<file path="config.mk">
export PLATFORM = sky130hd
export DESIGN_NAME = branch_ctrl
export DESIGN_NICKNAME = d
export VERILOG_FILES = /design/src/rtl/branch_ctrl.sv
export SDC_FILE = /design/constraint.sdc
export NUM_CORES = 1
export LEC_CHECK = 0
export CAP_MARGIN = 20
export CORE_MARGIN = 1
export CORE_UTILIZATION = 35
export DETAILED_ROUTE_END_ITERATION = 8
export HOLD_SLACK_MARGIN = 0.08
export PLACE_DENSITY = 0.8
export SKIP_LAST_GASP = 1
export SYNTH_ARGS = -nofsm -noshare
export SYNTH_HDL_FRONTEND = slang
export SYNTH_SLANG_ARGS = --single-unit
</file>
<file path="constraint.sdc">
create_clock -name i_clk -period 3.1 [get_ports i_clk]
set_clock_uncertainty 0.15 [all_clocks]
set_input_delay 0.465 -clock i_clk [delete_from_list [all_inputs] [get_ports i_clk]]
set_output_delay 0.465 -clock i_clk [all_outputs]
set_load 0.005 [all_outputs]
</file>
<file path="src/rtl/branch_ctrl.sv">
// ---------------------------------------------------------------------------
// branch_ctrl: branch resolution and prediction controller for the RV32I EX
// stage. It decodes funct3 for the comparator, turns the eq/lt flags into a
// taken decision, detects mispredicts, and drives the PC redirect/flush. It
// also owns the branch history/target table that IF reads every cycle, and
// the resolved-branch and mispredict performance counters.
//
// Build option: define BRANCH_CTRL_PREDICT_EN to include the prediction
// table. Without it, the controller behaves as a static not-taken predictor.
// ---------------------------------------------------------------------------
module branch_ctrl #(
  parameter int BHT_DEPTH = 16
) (
  input  logic        i_clk,
  input  logic        i_rst_n,
  input  logic [31:0] i_if_pc,
  output logic        o_pred_taken,
  output logic [31:0] o_pred_target,
  input  logic        i_ex_valid,
  input  logic        i_ex_is_br,
  input  logic        i_ex_is_jmp,
  input  logic [2:0]  i_ex_funct3,
  input  logic [31:0] i_ex_pc,
  input  logic [31:0] i_ex_target,
  input  logic        i_ex_pred_taken,
  input  logic [31:0] i_ex_pred_target,
  input  logic        i_stall,
  output logic        o_br_un,
  input  logic        i_br_eq,
  input  logic        i_br_lt,
  output logic        o_redirect,
  output logic [31:0] o_redirect_pc,
  input  logic        i_cnt_clr,
  output logic [31:0] o_br_cnt,
  output logic [31:0] o_mis_cnt
);

  localparam int IDX_W = (BHT_DEPTH > 1) ? $clog2(BHT_DEPTH) : 1;

  logic        cond_taken;
  logic        br_legal;
  logic        taken;
  logic        resolve;
  logic        mispredict;
  logic [31:0] next_pc;
  logic [31:0] br_cnt_q;
  logic [31:0] mis_cnt_q;

  // Only bits [IDX_W+1:2] of the fetch PC index the table.
  logic unused_ok;
  assign unused_ok = &{1'b0, i_if_pc};

  // funct3[1] distinguishes BLTU/BGEU from BLT/BGE.
  assign o_br_un = i_ex_funct3[1];

  // Decode the branch condition from funct3 and the comparator flags.
  // NOTE: every always_comb output gets a default first so no latch is inferred.
  always_comb begin
    cond_taken = 1'b0;
    case (i_ex_funct3)
      3'b000:         cond_taken = i_br_eq;
      3'b001:         cond_taken = ~i_br_eq;
      3'b100, 3'b110: cond_taken = i_br_lt;
      3'b101, 3'b111: cond_taken = ~i_br_lt;
      default:        cond_taken = 1'b0;
    endcase
  end

  // funct3 010/011 are not branch encodings; they never resolve.
  assign br_legal = (i_ex_funct3[2:1] != 2'b01);

  // A jump wins when both is_br and is_jmp are set. Reset gates resolve so
  // nothing redirects or updates while the core is held in reset.
  assign taken   = i_ex_is_jmp | (i_ex_is_br & cond_taken);
  assign resolve = i_rst_n & i_ex_valid & ~i_stall &
                   (i_ex_is_jmp | (i_ex_is_br & br_legal));
  assign next_pc = taken ? i_ex_target : (i_ex_pc + 32'd4);

  assign o_redirect    = mispredict;
  assign o_redirect_pc = mispredict ? next_pc : 32'd0;

`ifdef BRANCH_CTRL_PREDICT_EN

  logic             bht_valid_q [BHT_DEPTH];
  logic [1:0]       bht_ctr_q   [BHT_DEPTH];
  logic [31:0]      bht_tgt_q   [BHT_DEPTH];
  logic [IDX_W-1:0] if_idx;
  logic [IDX_W-1:0] ex_idx;
  logic [1:0]       ctr_base;
  logic [1:0]       ctr_next;

  assign if_idx = i_if_pc[IDX_W+1:2];
  assign ex_idx = i_ex_pc[IDX_W+1:2];

  // IF lookup: reads the registered table, so a same-cycle update is not seen.
  assign o_pred_taken  = bht_valid_q[if_idx] & bht_ctr_q[if_idx][1];
  assign o_pred_target = o_pred_taken ? bht_tgt_q[if_idx] : 32'd0;

  assign mispredict = resolve &
                      ((taken != i_ex_pred_taken) |
                       (taken & i_ex_pred_taken & (i_ex_target != i_ex_pred_target)));

  // Next counter value for the entry being resolved; fresh entries start weak not-taken.
  always_comb begin
    ctr_base = bht_valid_q[ex_idx] ? bht_ctr_q[ex_idx] : 2'b01;
    ctr_next = ctr_base;
    if (i_ex_is_jmp) begin
      ctr_next = 2'b11;
    end else if (taken) begin
      if (ctr_base != 2'b11) ctr_next = ctr_base + 2'd1;
    end else begin
      if (ctr_base != 2'b00) ctr_next = ctr_base - 2'd1;
    end
  end

  // Table write on resolve.
  // NOTE: sequential state uses non-blocking assignments so all flops update together.
  always_ff @(posedge i_clk or negedge i_rst_n) begin
    if (!i_rst_n) begin
      // NOTE: the table is small and its reset contents are architecturally
      // visible (valid=0, ctr=01), so every entry is reset explicitly.
      for (int i = 0; i < BHT_DEPTH; i++) begin
        bht_valid_q[i] <= 1'b0;
        bht_ctr_q[i]   <= 2'b01;
        bht_tgt_q[i]   <= 32'd0;
      end
    end else if (resolve) begin
      bht_valid_q[ex_idx] <= 1'b1;
      bht_ctr_q[ex_idx]   <= ctr_next;
      if (taken) bht_tgt_q[ex_idx] <= i_ex_target;
    end
  end

`else

  // No table: static not-taken, so every taken resolve is a mispredict.
  logic unused_pred;
  assign unused_pred = &{1'b0, i_ex_pred_taken, i_ex_pred_target};

  assign o_pred_taken  = 1'b0;
  assign o_pred_target = 32'd0;
  assign mispredict    = resolve & taken;

`endif

  // Performance counters; clear has priority over counting.
  always_ff @(posedge i_clk or negedge i_rst_n) begin
    if (!i_rst_n) begin
      br_cnt_q  <= 32'd0;
      mis_cnt_q <= 32'd0;
    end else if (i_cnt_clr) begin
      br_cnt_q  <= 32'd0;
      mis_cnt_q <= 32'd0;
    end else if (resolve) begin
      br_cnt_q <= br_cnt_q + 32'd1;
      if (mispredict) mis_cnt_q <= mis_cnt_q + 32'd1;
    end
  end

  assign o_br_cnt  = br_cnt_q;
  assign o_mis_cnt = mis_cnt_q;

endmodule
</file>
==> results of run 1 <==
==> final timing paths <==
kind,from,endpoint,depth (start not counted)
min in group i_clk,o_mis_cnt[31],o_mis_cnt[31],2
hold / removal,i_rst_n,o_mis_cnt[19],2
hold reg to reg,o_mis_cnt[31],o_mis_cnt[31],2
setup / recovery,i_ex_funct3[2],o_redirect_pc[3],7
setup reg to reg,o_br_cnt[0],o_br_cnt[22],6
max in group asynchronous,i_rst_n,o_br_cnt[0],2
==> routing by layer <==
layer | routed length (um) | global-route usage, % | vias to the layer above
met1 | 5160 | 27.3 | 1852
met2 | 5260 | 31.9 | 185
met3 | 838 | 4.40 | 13
li1 | - | - | 1801
met5 | 0 | 0 | -
met4 | 187 | 7.24 | 0
==> critical path, stage by stage <==
cell             delay, ps
clkdlybuf4s50_1        520
nand2b_1               140
a21oi_1                110
nor3_2                 240
buf_4                  180
and2_1                 240
clkdlybuf4s50_1        540
==> through the flow <==
step           util, %  setup TNS [ps]  std cells  hold slack [ps]  area (sq um)
3_3_place_gp      49.5               0        710              142          5410
2_1_floorplan        -               0        472             19.4          4100
3_5_place_dp      49.5            -356        710              139          5410
5_1_grt           52.6            -149        728              356          5760
6_report          52.6               0        728              268          5760
4_1_cts           52.6               0        728              299          5750
==> sequential cells by signal, summed over array words and instances, names as in the netlist <==
register and flops:
o_br_cnt 32, o_mis_cnt 32
==> power by group <==
group	leakage, nW	internal, mW	switching, mW
Combinational	1.21	0.0875	0.0931
Clock	0.150	0.664	0.354
Sequential	0.894	0.838	0.00238
==> cell usage in the layout (no fill, tap or decap), types with 3 or more instances in the layout <==
cell / Yosys / final
a21oi_1: 33 / 33
and2_1: 33 / 33
and3_1: 3 / 3
and4_1: 5 / 5
buf_4: 35 / 11
clkbuf_16: 0 / 9
clkdlybuf4s50_1: 0 / 136
conb_1: 1 / 33
dfrtp_1: 64 / 64
inv_1: 6 / 6
nand2_1: 24 / 24
nand3_1: 20 / 20
nand4_1: 16 / 16
nand4_2: 3 / 3
nor2_1: 39 / 38
nor2b_1: 3 / 3
nor3_1: 4 / 4
nor4_1: 13 / 13
nor4b_1: 3 / 3
o21ai_0: 19 / 19
o31ai_1: 13 / 13
or3_1: 18 / 18
or4_1: 13 / 13
xnor2_1: 21 / 21
xor2_1: 10 / 8
==> layout make-up <==
type	instances	area share (%)
flip-flops and latches	64	27.8
multi-input cells	348	37.3
clock buffers	13	4.52
repair buffers	154	26.2
clock inverters	3	0.696
inverters	6	0.391
well taps	140	3.04
==> Yosys cell counts, types with 3 or more instances <==
library cell / number / area [sq um]
a21oi_1: 33 / 165
and2_1: 33 / 206
and3_1: 3 / 18.8
and4_1: 5 / 43.8
buf_2: 6 / 30.0
buf_4: 35 / 263
clkbuf_1: 12 / 45.0
dfrtp_1: 64 / 1600
inv_1: 6 / 22.5
nand2_1: 24 / 90.1
nand3_1: 20 / 100
nand4_1: 16 / 100
nand4_2: 3 / 37.5
nor2_1: 39 / 146
nor2b_1: 3 / 18.8
nor3_1: 4 / 20.0
nor4_1: 13 / 81.3
nor4b_1: 3 / 26.3
o21ai_0: 19 / 95.1
o31ai_1: 13 / 97.6
or3_1: 18 / 113
or4_1: 13 / 97.6
xnor2_1: 21 / 184
xor2_1: 10 / 87.6
==> cell families after synthesis <==
kind of cell               after synthesis  synth area share (%)
buffers and inverters                   60                  9.16
xor gates and xnor gates                31                  6.83
adders and majority gates                2                 0.629
DFF                                     64                  40.3
muxes                                    3                 0.818
AOI/OAI and AO/OA                       68                  10.1
other                                    1                0.0943
and+or+nand+nor                        211                  32.0
==> what timing repair did <==
item                                    in CTS  in global routing
pin swaps                                    1                  1
setup buffers                                1                  0
hold buffers                                 1                  0
endpoints found under the hold margin        2                  0
gates resized for setup                      4                  3
endpoints found under the setup margin      29                 14
==> flow_summary.json, run 1 <==
{
  "status": "completed",
  "cts.htree.levels": 3,
  "seq_area_sq_um": 1600,
  "worst_slack_ps": 62.3,
  "die_w_um": 109,
  "io_buffers": 141,
  "hold_viol_final": 0,
  "worstPathArrival_ps": 2420,
  "min_path_type": "input port to async pin",
  "drv_cap": 0,
  "multi_input_area_sq_um": 2150,
  "cp.required_ps": 2480,
  "fin_crit_ps": 3040,
  "maxSlewViolCount": 0,
  "post-route-period-util_pct": 98.0,
  "clockBufferDepth": 2,
  "avgRoutedWirePerCell_um": 15.7,
  "finalNetCount": 726,
  "place_ws_ps": -46.4,
  "grt_usage_pct": 20.3,
  "setup_viol": 0,
  "wl_mm": 11.4,
  "setup.worst_path.end_class": "primary output",
  "firstDrtPassIters": 4,
  "antenna_found_initial": 0,
  "start_util_pct": 36.4,
  "area_delta_synth_final_pct": 44.8,
  "synth-seq-area-share_pct": 40.3,
  "viasPerCell": 5.29,
  "drc": 0,
  "clk_latency_ps": 320,
  "drive_gt1_share_pct": 8.16,
  "antenna_cells": 0,
  "rsz0062_at_grt": "true",
  "critPathKind": "input port to primary output",
  "fp-row-count": 38,
  "syn_area_sq_um": 3980,
  "startpoint_type": "input port",
  "cts_tree": "yes",
  "clk_pin_slew_worst_paths_ps": 60,
  "leakagePower_nw": 2.26,
  "via_count": 3851,
  "fill_cells": 985,
  "slew_headroom_pct": 46.4,
  "ios": 272,
  "peakVddDrop_uv": 211,
  "dp_hpwl_mm": 8.68,
  "p_per_area_nw_per_um2": 354,
  "critPathMaxFanout": 10,
  "overflow": 0,
  "globalplace.congestion": 0.864,
  "finalPower_mw": 2.04,
  "synth_cells": 440,
  "grt_pass1_vias": 3626,
  "grt_max_degree": 63,
  "ant_nets": 0,
  "synthArstFlopShare_pct": 100,
  "reg2reg_slack_ps": 710,
  "grt_pass1_wl_mm": 18.2,
  "cts_sinks": 64,
  "synth_warnings": 0,
  "tightest_slew_ps": 803,
  "dieArea_sq_um": 11800,
  "core_sq_um": 10900,
  "die_h_um": 109,
  "max_freq_mhz": 329,
  "first_iter_violations": 147,
  "ys_types": 43,
  "cts_root_buf": "clkbuf_16",
  "ys_ff_latch": 64,
  "syn_avg_cell_area_sq_um": 9.03,
  "cts_buffers": 9,
  "synth_edf_count": 0,
  "synthFlopType": "dfrtp_1"
}
No activity file was read; power rests on OpenSTA's default activity.
==> run 2, diff against run 1 <==
--- a/config.mk
+++ b/config.mk
@@ -7,10 +7,11 @@
 export LEC_CHECK = 0
 export CAP_MARGIN = 20
-export CORE_MARGIN = 1
-export CORE_UTILIZATION = 35
+export CORE_AREA = 2 2 104 106
 export DETAILED_ROUTE_END_ITERATION = 8
+export DIE_AREA = 0 0 106 108
 export HOLD_SLACK_MARGIN = 0.08
-export PLACE_DENSITY = 0.8
+export PLACE_DENSITY = 0.87
 export SKIP_LAST_GASP = 1
+export SLEW_MARGIN = 10
 export SYNTH_ARGS = -nofsm -noshare
 export SYNTH_HDL_FRONTEND = slang
--- a/constraint.sdc
+++ b/constraint.sdc
@@ -3,3 +3,3 @@
 set_input_delay 0.465 -clock i_clk [delete_from_list [all_inputs] [get_ports i_clk]]
 set_output_delay 0.465 -clock i_clk [all_outputs]
-set_load 0.005 [all_outputs]
+set_load 0.1 [all_outputs]
==> flow_summary.json, run 2 (synthesis gave the netlist of run 1 again) <==
{
  "ios": 272,
  "drive_gt1_share_pct": 25.5,
  "post-route-util_pct": 56.7,
  "viasPerCell": 5.30,
  "r2r_cells": 6,
  "grt_pass1_vias": 3624,
  "area_delta_synth_final_pct": 46.0,
  "first_iter_violations": 190,
  "place_area_sq_um": 5590,
  "finalNetCount": 723,
  "final_common_cell": "buf_4",
  "crit_family": "buffers and inverters",
  "clockBufferDepth": 2,
  "cts.htree.levels": 3,
  "cts_buffers": 9,
  "leakagePower_nw": 2.46,
  "reg2reg_from": "o_br_cnt[0]",
  "maxSlewViolCount": 0,
  "start_util_pct": 38.9,
  "globalplace.congestion": 0.845,
  "fin_crit_ps": 2980,
  "cp_slowest_cell": "clkdlybuf4s50_1",
  "antenna_cells": 0,
  "seq_power_share_pct": 40.3,
  "stdcell_count": 721,
  "setup.worst_path.end_class": "primary output",
  "fp-row-count": 37,
  "clk_latency_ps": 350,
  "clk_pin_slew_worst_paths_ps": 70,
  "startpoint_type": "input port",
  "antenna_found_initial": 0,
  "slew_headroom_pct": 43.7,
  "die_w_um": 106,
  "p_per_area_nw_per_um2": 358,
  "peakVddDrop_uv": 177,
  "fin_setup_tns_ps": 0,
  "hold_ws_ps": 256,
  "clockPowerShare_pct": 38.7,
  "max_freq_mhz": 336,
  "worstPathArrival_ps": 2370,
  "critPathMaxFanout": 35,
  "cp.required_ps": 2480,
  "via_count": 3824,
  "layout_common_cells": "74 x buf_4, 64 x dfrtp_1, 41 x clkdlybuf4s50_1",
  "post_cts_buffers": 0,
  "cts_root_buf": "clkbuf_8",
  "p_sw_share_pct": 32.1,
  "drc": 0,
  "firstDrtPassIters": 5,
  "wl_mm": 11.7,
  "core_sq_um": 10200,
  "grt_usage_pct": 20.6,
  "post-route-period-util_pct": 96.1,
  "dp_hpwl_mm": 9.04,
  "power.internal_mw": 1.41,
  "setup_viol": 0,
  "cts_sinks": 64,
  "drv_cap": 0,
  "dpl.cell_count": 705,
  "hold_viol_final": 0,
  "pwr-share-comb_pct": 21.0,
  "dieArea_sq_um": 11400,
  "cts_tree": "yes",
  "ant_nets": 0,
  "setup.worst_path.start": "i_ex_funct3[2]",
  "grt_pass1_wl_mm": 18.3,
  "finalPower_mw": 2.08,
  "reg2reg_slack_ps": 710,
  "critPathKind": "input port to primary output",
  "worst_slack_ps": 120,
  "overflow": 0,
  "timing.rr.end": "o_br_cnt[22]",
  "postCtsHoldBufs": 0,
  "fin_area_sq_um": 5810,
  "cpMostUsedCell": "buf_12",
  "avgRoutedWirePerCell_um": 16.2,
  "rsz0062_at_grt": "false",
  "min_path_type": "input port to async pin",
  "die_h_um": 108,
  "path_cells": "clkdlybuf4s50_1 > nor2_1 > a221oi_4 > nor3_2 > buf_12 > and2_2 > buf_12",
  "path_depth": 7,
  "critPathBufInv": 3,
  "switchingPower_mw": 0.668,
  "grt_max_degree": 65,
  "place_ws_ps": 107,
  "io_buffers": 141,
  "cp_slowest_stage_delay_ps": 580,
  "status": "completed",
  "cts_resized": 0,
  "tightest_slew_ps": 844
}
==> run 2: worst max path at each step <==
| stage | end |
|---|---|
| 2_1_floorplan | o_redirect_pc[22] |
| 3_3_place_gp | o_redirect_pc[30] |
| 3_5_place_dp | o_redirect_pc[25] |
| 4_1_cts | o_redirect_pc[25] |
| 5_1_grt | o_redirect_pc[29] |
| 6_report | o_redirect_pc[25] |
==> run 2: area by class of cell <==
type | instances | area [sq um]
inverter | 6 | 22.5
multi-input combinational | 348 | 2140
clock inverter | 3 | 65.1
clock buffer | 13 | 149
timing repair buffer | 151 | 1660
tap | 136 | 170
sequential | 64 | 1600
fill | 882 | 4430
==> run 2: worst register-to-register path: stages (launching register included) <==
cell     delay, ps
dfrtp_1        470
ha_1           240
inv_1           80
nor4_4         410
nand3_2        260
or4_1          560
a21oi_1        150
==> run 2: power groups by stage <==
stage	Clock [mW]	Sequential (mW)	Combinational, mW
4_1_cts	0.826	0.838	0.438
5_1_grt	0.857	0.838	0.454
2_1_floorplan	0	0.864	0.323
6_report	0.806	0.838	0.436
3_5_place_dp	0	0.854	0.438
3_3_place_gp	0	0.854	0.435
==> run 2: per-layer routing <==
layer | up-vias | GRT usage [%] | share of wire, %
met5 | - | 0 | 0
li1 | 1788 | - | -
met2 | 201 | 32.9 | 47
met1 | 1816 | 26.6 | 41
met4 | 0 | 8.08 | 1.9
met3 | 19 | 5.85 | 9.7
==> run 3, diff against run 2 <==
GPL_TIMING_DRIVEN = 0   (was default)
REMOVE_ABC_BUFFERS = 1   (was default)
==> flow_summary.json, run 3 (synthesis gave the netlist of run 1 again) <==
{
  "io_buffers": 141,
  "core_sq_um": 10200,
  "rsz0062_at_grt": "true",
  "drv_cap": 0,
  "die_h_um": 108,
  "cts_tree": "yes",
  "post-route-util_pct": 55.2,
  "finalNetCount": 727,
  "clk_pin_slew_worst_paths_ps": 80,
  "tightest_slew_ps": 1000,
  "firstDrtPassIters": 4,
  "setup.worst_path.end_class": "primary output",
  "status": "completed",
  "via_count": 3810,
  "drive_gt1_share_pct": 13.8,
  "peakVddDrop_uv": 203,
  "critPathBufInv": 3,
  "p_per_area_nw_per_um2": 367,
  "fin_crit_ps": 3020,
  "hold_viol_final": 0,
  "cts_root_buf": "clkbuf_8",
  "leakagePower_nw": 2.24,
  "cp_slowest_stage_delay_ps": 500,
  "cp.required_ps": 2480,
  "place_ws_ps": -1900,
  "slew_headroom_pct": 32.9,
  "dieArea_sq_um": 11400,
  "fp-row-count": 37,
  "globalplace.congestion": 0.794,
  "clk_latency_ps": 340,
  "cts_sinks": 64,
  "die_w_um": 106,
  "setup_viol": 0,
  "worst_slack_ps": 76.0,
  "antenna_found_initial": 0,
  "place_area_sq_um": 5370,
  "overflow": 0,
  "grt_pass1_wl_mm": 18.3,
  "grt_usage_pct": 20.0,
  "cp_slowest_cell": "clkdlybuf4s50_1",
  "ant_nets": 0,
  "start_util_pct": 38.9,
  "ios": 272,
  "wl_mm": 11.2,
  "avgRoutedWirePerCell_um": 15.4,
  "dp_hpwl_mm": 7.83,
  "clockBufferDepth": 2,
  "worstPathArrival_ps": 2410,
  "cts.htree.levels": 3,
  "drc": 0,
  "viasPerCell": 5.26,
  "cts_buffers": 9,
  "layout_common_cells": "106 x clkdlybuf4s50_1, 64 x dfrtp_1, 39 x nor2_1",
  "grt_max_degree": 65,
  "grt_pass1_vias": 3659,
  "final_common_cell": "clkdlybuf4s50_1",
  "maxSlewViolCount": 0,
  "antenna_cells": 0,
  "crit_family": "buffers and inverters",
  "post-route-period-util_pct": 97.5,
  "min_path_type": "input port to flip-flop",
  "critPathKind": "input port to primary output",
  "area_delta_synth_final_pct": 42.2,
  "fin_setup_tns_ps": 0,
  "startpoint_type": "input port",
  "path_cells": "clkdlybuf4s50_1 > nand2b_1 > a21oi_4 > nor3_4 > buf_12 > and2_1 > clkbuf_4",
  "first_iter_violations": 132,
  "fin_area_sq_um": 5650,
  "critPathMaxFanout": 18,
  "max_freq_mhz": 331
}
[run 3: cell types whose count changed in the layout (fill, tap and decap cells not counted), moves of 9 or more]
cell	previous run	this run
buf_4	74	8
and2_2	9	0
clkdlybuf4s50_1	41	106
clkbuf_4	0	30
and2_1	24	33
buf_12	34	2
[run 3: worst paths after layout]
check | slack [ps] | cells past startpoint | end | startpoint
max reg2reg | 630 | 6 | o_br_cnt[22] | o_br_cnt[0]
max | 80 | 7 | o_redirect_pc[9] | i_ex_funct3[2]
min | 380 | 2 | o_br_cnt[5] | i_cnt_clr
min in group asynchronous | 570 | 3 | o_br_cnt[29] | i_rst_n
min reg2reg | 400 | 2 | o_mis_cnt[31] | o_mis_cnt[31]
max in group asynchronous | 1960 | 3 | o_mis_cnt[3] | i_rst_n
[run 3: worst register-to-register path, cell delays in order (launching register included)]
cell and delay [ps]:
dfrtp_1 470, ha_1 260, inv_1 90, nor4_4 430, nand3_2 260, or4_1 570, a21oi_1 160
[run 3: power breakdown]
group	leakage (nW)	internal (mW)	switching, mW	total (mW)
logic	1.24	0.0890	0.335	0.424
registers	0.894	0.836	0.00255	0.838
clock network	0.106	0.474	0.336	0.810
[run 3: timing repair]
action                                 in CTS  in global routing
setup buffers                               9                  0
endpoints found under the hold margin      64                  0
pin swaps                                   4                  0
setup endpoints to repair                  49                 30
hold buffers                                2                  0
gates resized for setup                   166                 30
cloned                                      1                  0
[run 3: layout make-up]
class                   count  area, sq um
clock buffers              11          141
clock inverters             5         80.1
fillers                   918         4580
inverters                   6         22.5
multi-input cells         349         2160
flip-flops and latches     64         1600
well taps                 136          170
repair buffers            154         1470
[run 3: metal layers]
| metal | vias up | part of all wire, % | global-route usage [%] |
|---|---|---|---|
| met5 | - | 0 | 0 |
| met4 | 0 | 1.0 | 5.92 |
| met3 | 10 | 6.7 | 3.92 |
| met2 | 180 | 48 | 33.8 |
| met1 | 1825 | 44 | 26.2 |
| li1 | 1795 | - | - |
[run 3: per-stage QoR]
step                power [mW]  instances  hold WS (ps)
finish                    2.07        725           381
global route              2.15        725           383
CTS                       2.08        725           371
detailed placement        1.26        697           392
global placement          1.25        695           380
floorplan                 1.13        418          19.4
